==> src/rtl/port_rx_pkg.sv <==
// Shared types and helpers for the switch-port receive unpacker.
package port_rx_pkg;

  typedef enum logic [2:0] {
    IDLE,
    HDR_REQ,
    HDR_CAP,
    PAY_REQ,
    PAY_CAP,
    PAR_REQ,
    PAR_CAP,
    DONE
  } rx_state_e;

  localparam int HDR_BYTES = 3;

  function automatic logic [7:0] calc_parity(input logic [7:0] acc, input logic [7:0] b);
    return acc ^ b;
  endfunction

endpackage

==> src/rtl/rx_out_reg.sv <==
// One-entry payload holding register with valid/ready and a last-byte marker.
module rx_out_reg (
  input  logic       clk_i,
  input  logic       rst_ni,
  input  logic       load_i,
  input  logic [7:0] data_i,
  input  logic       last_i,
  input  logic       ready_i,
  output logic       valid_o,
  output logic [7:0] data_o,
  output logic       last_o
);

  logic       valid_q, valid_d;
  logic [7:0] data_q, data_d;
  logic       last_q, last_d;

  always_comb begin
    valid_d = valid_q;
    data_d  = data_q;
    last_d  = last_q;
    if (load_i) begin
      valid_d = 1'b1;
      data_d  = data_i;
      last_d  = last_i;
    end else if (valid_q && ready_i) begin
      valid_d = 1'b0;
      last_d  = 1'b0;
    end
  end

  always_ff @(posedge clk_i or negedge rst_ni) begin
    if (!rst_ni) begin
      valid_q <= 1'b0;
      data_q  <= 8'd0;
      last_q  <= 1'b0;
    end else begin
      valid_q <= valid_d;
      data_q  <= data_d;
      last_q  <= last_d;
    end
  end

  assign valid_o = valid_q;
  assign data_o  = data_q;
  assign last_o  = last_q;

endmodule

==> src/rtl/port_rx_unpacker.sv <==
// Frames DA/SA/LEN/payload/parity bytes popped from one switch port and streams the payload.
// Defining PORT_RX_STATS_EN adds saturating good/bad packet counters (stat_good, stat_bad).
module port_rx_unpacker
  import port_rx_pkg::*;
#(
  parameter int unsigned MAX_LEN = 64,
  parameter logic [7:0]  PORT_ID = 8'd0
) (
  input  logic        clk,
  input  logic        reset,
  input  logic [7:0]  port_data,
  input  logic        port_ready,
  output logic        port_read,
  output logic [7:0]  out_data,
  output logic        out_valid,
  output logic        out_last,
  input  logic        out_ready,
  output logic [7:0]  pkt_da,
  output logic [7:0]  pkt_sa,
  output logic [7:0]  pkt_len,
  output logic        pkt_done,
  output logic        parity_err,
  output logic        len_err,
  output logic        da_err
`ifdef PORT_RX_STATS_EN
  ,
  output logic [15:0] stat_good,
  output logic [15:0] stat_bad
`endif
);

  rx_state_e  state_q, state_d;
  logic [1:0] hdr_cnt_q, hdr_cnt_d;
  logic [7:0] pay_cnt_q, pay_cnt_d;
  logic [7:0] par_q, par_d;
  logic [7:0] da_q, da_d, sa_q, sa_d, len_q, len_d;
  logic       perr_q, perr_d, lerr_q, lerr_d, derr_q, derr_d;
  logic       load, load_last;

  always_comb begin
    state_d   = state_q;
    hdr_cnt_d = hdr_cnt_q;
    pay_cnt_d = pay_cnt_q;
    par_d     = par_q;
    da_d      = da_q;
    sa_d      = sa_q;
    len_d     = len_q;
    perr_d    = perr_q;
    lerr_d    = lerr_q;
    derr_d    = derr_q;
    port_read = 1'b0;
    load      = 1'b0;
    load_last = 1'b0;
    case (state_q)
      IDLE: begin
        hdr_cnt_d = 2'd0;
        if (port_ready) state_d = HDR_REQ;
      end
      HDR_REQ: begin
        if (port_ready) begin
          port_read = 1'b1;
          state_d   = HDR_CAP;
        end
      end
      HDR_CAP: begin
        case (hdr_cnt_q)
          2'd0: begin
            da_d   = port_data;
            par_d  = port_data;
            derr_d = (port_data != PORT_ID);
          end
          2'd1: begin
            sa_d  = port_data;
            par_d = calc_parity(par_q, port_data);
          end
          default: begin
            len_d     = port_data;
            par_d     = calc_parity(par_q, port_data);
            lerr_d    = (32'(port_data) > MAX_LEN);
            pay_cnt_d = 8'd0;
          end
        endcase
        if (hdr_cnt_q == 2'(HDR_BYTES - 1)) begin
          state_d = (port_data == 8'd0) ? PAR_REQ : PAY_REQ;
        end else begin
          hdr_cnt_d = hdr_cnt_q + 2'd1;
          state_d   = HDR_REQ;
        end
      end
      PAY_REQ: begin
        // Only pop once the holding register is guaranteed free at capture time.
        if (port_ready && (!out_valid || out_ready)) begin
          port_read = 1'b1;
          state_d   = PAY_CAP;
        end
      end
      PAY_CAP: begin
        load      = 1'b1;
        load_last = (pay_cnt_q == len_q - 8'd1);
        par_d     = calc_parity(par_q, port_data);
        pay_cnt_d = pay_cnt_q + 8'd1;
        state_d   = load_last ? PAR_REQ : PAY_REQ;
      end
      PAR_REQ: begin
        if (port_ready) begin
          port_read = 1'b1;
          state_d   = PAR_CAP;
        end
      end
      PAR_CAP: begin
        perr_d  = (port_data != par_q);
        state_d = DONE;
      end
      DONE: begin
        if (!out_valid) state_d = IDLE;
      end
      default: state_d = IDLE;
    endcase
  end

  always_ff @(posedge clk or negedge reset) begin
    if (!reset) begin
      state_q   <= IDLE;
      hdr_cnt_q <= 2'd0;
      pay_cnt_q <= 8'd0;
      par_q     <= 8'd0;
      da_q      <= 8'd0;
      sa_q      <= 8'd0;
      len_q     <= 8'd0;
      perr_q    <= 1'b0;
      lerr_q    <= 1'b0;
      derr_q    <= 1'b0;
    end else begin
      state_q   <= state_d;
      hdr_cnt_q <= hdr_cnt_d;
      pay_cnt_q <= pay_cnt_d;
      par_q     <= par_d;
      da_q      <= da_d;
      sa_q      <= sa_d;
      len_q     <= len_d;
      perr_q    <= perr_d;
      lerr_q    <= lerr_d;
      derr_q    <= derr_d;
    end
  end

  rx_out_reg u_out_reg (
    .clk_i   (clk),
    .rst_ni  (reset),
    .load_i  (load),
    .data_i  (port_data),
    .last_i  (load_last),
    .ready_i (out_ready),
    .valid_o (out_valid),
    .data_o  (out_data),
    .last_o  (out_last)
  );

  // Done fires only once the last payload byte has left the holding register.
  assign pkt_done   = (state_q == DONE) && !out_valid;
  assign parity_err = pkt_done && perr_q;
  assign len_err    = pkt_done && lerr_q;
  assign da_err     = pkt_done && derr_q;
  assign pkt_da     = da_q;
  assign pkt_sa     = sa_q;
  assign pkt_len    = len_q;

`ifdef PORT_RX_STATS_EN
  logic [15:0] good_q, bad_q;
  logic        any_err;

  assign any_err = perr_q || lerr_q || derr_q;

  always_ff @(posedge clk or negedge reset) begin
    if (!reset) begin
      good_q <= 16'd0;
      bad_q  <= 16'd0;
    end else if (pkt_done) begin
      if (any_err) begin
        if (bad_q != 16'hFFFF) bad_q <= bad_q + 16'd1;
      end else begin
        if (good_q != 16'hFFFF) good_q <= good_q + 16'd1;
      end
    end
  end

  assign stat_good = good_q;
  assign stat_bad  = bad_q;
`endif

endmodule

==> config.mk <==
export PLATFORM = sky130hd
export DESIGN_NAME = port_rx_unpacker
export DESIGN_NICKNAME = d
export VERILOG_FILES = /design/src/rtl/port_rx_pkg.sv /design/src/rtl/rx_out_reg.sv /design/src/rtl/port_rx_unpacker.sv
export SDC_FILE = /design/constraint.sdc
export NUM_CORES = 1
export LEC_CHECK = 0
export BUFFER_PORTS_ARGS = -buffer_cell sky130_fd_sc_hd__buf_2
export CORE_MARGIN = 3
export CORE_UTILIZATION = 45
export DETAILED_ROUTE_END_ITERATION = 16
export GPL_TIMING_DRIVEN = 0
export PLACE_DENSITY_LB_ADDON = 0.1
export SLEW_MARGIN = 15
export SYNTH_ARGS = -nofsm -noshare
export SYNTH_HDL_FRONTEND = slang
export SYNTH_SLANG_ARGS = --single-unit
==> constraint.sdc <==
create_clock -name clk -period 3 [get_ports clk]
set_clock_uncertainty 0.2 [all_clocks]
set_input_delay 0.9 -clock clk [delete_from_list [all_inputs] [get_ports clk]]
set_output_delay 0.9 -clock clk [all_outputs]
set_load 0.03 [all_outputs]
# == After elaboration in Yosys (flattened, before gate mapping) ==
# Index checks and enable logic that the tools add are counted.
# totals
elab_cells,83
out_inout_bits,39
inputBits,12
ff_bits,58
# classes
muxes,23
order_cmp,1
n_eq_ne,18
add_sub_neg,3
n_reduce_logical,23
bitwise,2
# op_table
operator,count
case mux 8 bit (2 select lines),2
two-way mux 3 bit,8
case mux 3 bit (8 select lines),1
two-way mux 8 bit,2
"!= test 2 bit, second input constant",7
"== test 3 bit, second input constant",4
AND reduction 2 bit,5
"adder 8 x 1 -> 8 bit, second input constant",1
== test 8 bit,1
"greater-than comparator 8 x 7 -> 1 bit, second input constant",1
logical NOT 8 bit,1
!= test 8 bit,1
nonzero test 8 bit,1
"subtractor 8 x 1 -> 8 bit, second input constant",1
XOR 8 bit,1
two-way mux 1 bit,7
"== test 3 x 2 -> 1 bit, second input constant",2
logical AND 1 bit,6
nonzero test 2 bit,3
AND reduction 5 bit,1
case mux 2 bit (2 select lines),1
OR reduction 2 bit,2
"== test 3 x 1 -> 1 bit, second input constant",1
logical NOT 3 bit,1
other kinds (9),9

# == Longest topological paths before layout ==
# logic_depth
word_depth,5
mapped_depth,7
depth_no_buf,7

# == Cells and area by module ==
# From an unflattened synthesis, not the netlist that was laid out.
# unflattened
cells_unflattened,282
hier_area_um2,3030.4
# by_module_without_submodules
mod,seq_area_each_um2,cells_each,area_per_inst_um2,instances
port_rx_unpacker,1201.2,258,2621.3,1
rx_out_reg,250.2,24,409.1,1

# == Least setup slack after synthesis ==
# OpenSTA, ideal clock, no wires.
# synth_path
kind,reg-to-output
from,register state_q[2]
to,output port da_err
stages_incl_launch_ff,5
arrival_ps,1665
setup_slack_ps,235
required_ps,1900
path_cell_list,dfrtp_1 buf_1 nand2_1 nor2b_1 and2_1
# synth_between
elab_chain_len,3
# synth_rtl
element,line_no,source
from (decl),port_rx_unpacker.sv:32,"rx_state_e state_q, state_d;"
from (signal assigned),port_rx_unpacker.sv:134,state_q <= state_d;
== test 3 bit,port_rx_unpacker.sv:160,assign pkt_done = (state_q == DONE) && !out_valid;
logical AND 1 bit,port_rx_unpacker.sv:160,
net pkt_done,port_rx_unpacker.sv:21,"output logic pkt_done,"
logical AND 1 bit,port_rx_unpacker.sv:163,assign da_err = pkt_done && derr_q;
to (decl),port_rx_unpacker.sv:24,output logic da_err
# The timed path passes the listed nets, and every way through them passes these cells.

# == Worst setup path in the final report ==
# layout_path
from,register state_q[2]
to,output port parity_err
# layout_between
elab_chain_len,3
# layout_rtl
element,line_no,source
== test 3 bit,port_rx_unpacker.sv:160,
logical AND 1 bit,port_rx_unpacker.sv:160,
logical AND 1 bit,port_rx_unpacker.sv:161,assign parity_err = pkt_done && perr_q;
to (decl),port_rx_unpacker.sv:22,"output logic parity_err,"
# No other way between the ends.

==> run metrics <==
Worst IR Drop VDD slightly below 700 uV; Critical Path AT ~1.7 ns; CTS Hold Buffers Added 0; pre-CTS setup slack 0.293 ns; hold path cells 2; Crit-path slowest cell dfrtp_1; Power Dens Cells around 1200 nW/um2; maximum net fanout on the critical path 12; hold_ws 0.275 ns; CTS root buffer clkbuf_8; max-slew violation count 0; initial antenna violation count 0; Synth top area share 49.6%; CTS sink cnt 58; Final min period about 2.8 ns; buffer depth of the longest clock path 2; HP Class reg2reg; Final nets 363; GPL Wtd Cong around 0.85; vias 2266; vias in the first global route 2245; commonest non-fill, non-tap cell in the layout nand2_1; fin area between 3000 and 4000 um2; diode count 0; top achievable clock speed 357 MHz; Synth area leader dfrtp_1; Final Hold Fails 0; worst reg-to-reg path cell count 7; Setup crit end parity_err; Initial Utilization about half; Congestion Overflow GR 0; DRC viols 0; Worst Setup Path Type reg2out; max-cap viol count 0; worst r2r src pkt_len[0]$_DFFE_PN0P_; WP data required ~1.9 ns; Final period util 93.3%; Worst Setup End Kind output port; Worst Path Buf+Inv 1; static leakage 1.59 nW; post-route ant nets 0; FILL cells 574; Cell Rows 28; dpl hpwl 4590 um; post_cts resized 0; Synth cell types 43; Synth Flop Type dfrtp_1; routed vias/inst roughly 5.3; TritonRoute pass-1 iters 4; number of H-tree levels 3; CP startpoint kind flip-flop; Area Overhead vs Synth 18.8%; RSZ-0062 raised after global routing false; Die Ht 86.6 um; clk_lat worst skew 0.34 ns; Crit Reg-Reg Endpoint state_q[2]$_DFFE_PN0P_; Die ar. ~7500 um2; Cell Area, Synth 2930 um2; Setup-failing EPs final 0; Starting DRT DRC Count 128; Syn Area/Cell 10.2 um2; Total Wirelength roughly 6700 um; Slew @ Worst Pin 0.725 ns; Slew headroom 51.7%; crit path from state_q[2]$_DFFE_PN0P_; CTS buffer count 9; area of the multi-input gates 1390 um2; post-synthesis register bit count 58; Post-synth EDFFs 0; min setup slack post-route 0.200 ns; ranking of synthesized cells by area dfrtp_1, mux2_2, nand2_1; first-pass GRT wire length 11300 um; asr flop ratio synth 100%; layout cells sized above 1 27.6%; I/O pins 51; CP peak stage delay roughly 0.58 ns; FF-to-FF setup slack 0.68 ns; Die X 86.6 um; # Post-CTS Setup Buffers 0; Port Buffers 48; post-route setup TNS 0 ns; most frequent cells in the layout nand2_1, dfrtp_1, buf_2; crit path cell chain nand2_1 -> nor2b_1 -> and2_1 -> buf_2; status finished clean; routed length per instance ~16 um; TritonCTS clock tree built; Syn. warnings 0; largest net degree at the start of global routing between 50 and 60; cells after synthesis 288; sequential area share after synthesis 49.6%; Sequential Area 1450 um2; syn_nets between 300 and 400; placed instance area about 3300 um2; clock slew at reported path FFs 0.07 ns; Top Family by Delay on Critical Path simple AND/OR/NAND/NOR gates; GRT Util Overall 19.6%; Core Region 6100 um2; Worst path depth 4; Tot Pwr 4.15 mW
[cell type report]
cell class | instances | area share (%)
flip-flops and latches | 58 | 41.7
multi-input cells | 213 | 40.1
repair buffers | 48 | 6.98
clock buffers | 9 | 3.56
clock inverters | 7 | 2.70
well taps | 75 | 2.70
plain buffers | 10 | 1.62
inverters | 6 | 0.648
[worst min path at each step]
stage / startpoint / endpoint / slack (ns)
4_1_cts: u_out_reg.data_o[7]$_DFFE_PN0P_ / u_out_reg.data_o[7]$_DFFE_PN0P_ / 0.28
6_report: u_out_reg.data_o[7]$_DFFE_PN0P_ / u_out_reg.data_o[7]$_DFFE_PN0P_ / 0.28
2_1_floorplan: lerr_q$_DFFE_PN0P_ / lerr_q$_DFFE_PN0P_ / 0.25
5_1_grt: u_out_reg.data_o[0]$_DFFE_PN0P_ / u_out_reg.data_o[0]$_DFFE_PN0P_ / 0.29
3_3_place_gp: u_out_reg.data_o[7]$_DFFE_PN0P_ / u_out_reg.data_o[7]$_DFFE_PN0P_ / 0.25
3_5_place_dp: u_out_reg.data_o[3]$_DFFE_PN0P_ / u_out_reg.data_o[3]$_DFFE_PN0P_ / 0.26
[layer usage]
| layer | wire (um) | up-vias | global-route usage, % |
|---|---|---|---|
| met5 | 0 | - | 0 |
| met4 | 60 | 0 | 5.81 |
| met3 | 403 | 6 | 6.94 |
| met2 | 3040 | 61 | 30.0 |
| met1 | 3160 | 1098 | 26.2 |
| li1 | - | 1101 | - |
[worst min-delay path, stage by stage (launching register included)]
cell and delay [ns]:
dfrtp_1 0.34, nand2_1 0.05, nand2_1 0.06
[kinds of logic after synthesis]
kind of cell    count (synthesis)  share of synthesized area (%)
flops                          58                           49.6
compound gates                 35                           7.27
buf+inv                        17                           2.82
fa+ha+maj                       5                           2.14
mux                            28                           10.6
xor+xnor                       27                           8.34
simple gates                  118                           19.2
[sequential cells by signal, indices dropped and copies added (netlist names)]
name               flops
derr_q                 1
pkt_da                 8
hdr_cnt_q              2
perr_q                 1
pkt_sa                 8
u_out_reg.valid_o      1
lerr_q                 1
pay_cnt_q              8
u_out_reg.data_o       8
pkt_len                8
state_q                3
par_q                  8
u_out_reg.last_o       1
[cells in the mapped netlist (4+ instances only)]
master / n
nand3_1: 11
o21ai_1: 4
xnor2_1: 5
ha_1: 5
clkbuf_1: 7
nand2_1: 59
nor2b_1: 6
inv_1: 6
o21ai_0: 13
nor2_1: 11
and2_1: 6
nor3_1: 6
dfrtp_1: 58
xor2_1: 21
mux2_2: 25
[metrics by stage]
stage	utilization [%]	cells
CTS	57.1	427
detailed placement	53.5	411
global placement	53.5	411
floorplan	-	288
global route	57.0	426
finish	57.0	426
[power breakdown]
group | switching [mW] | leakage, nW | internal [mW] | total (mW)
registers | 0.297 | 0.707 | 1.12 | 1.42
clock network | 0.326 | 0.105 | 0.465 | 0.792
logic | 1.20 | 0.781 | 0.741 | 1.94
total | 1.83 | 1.59 | 2.33 | 4.15
No activity file was read; power rests on OpenSTA's default activity.
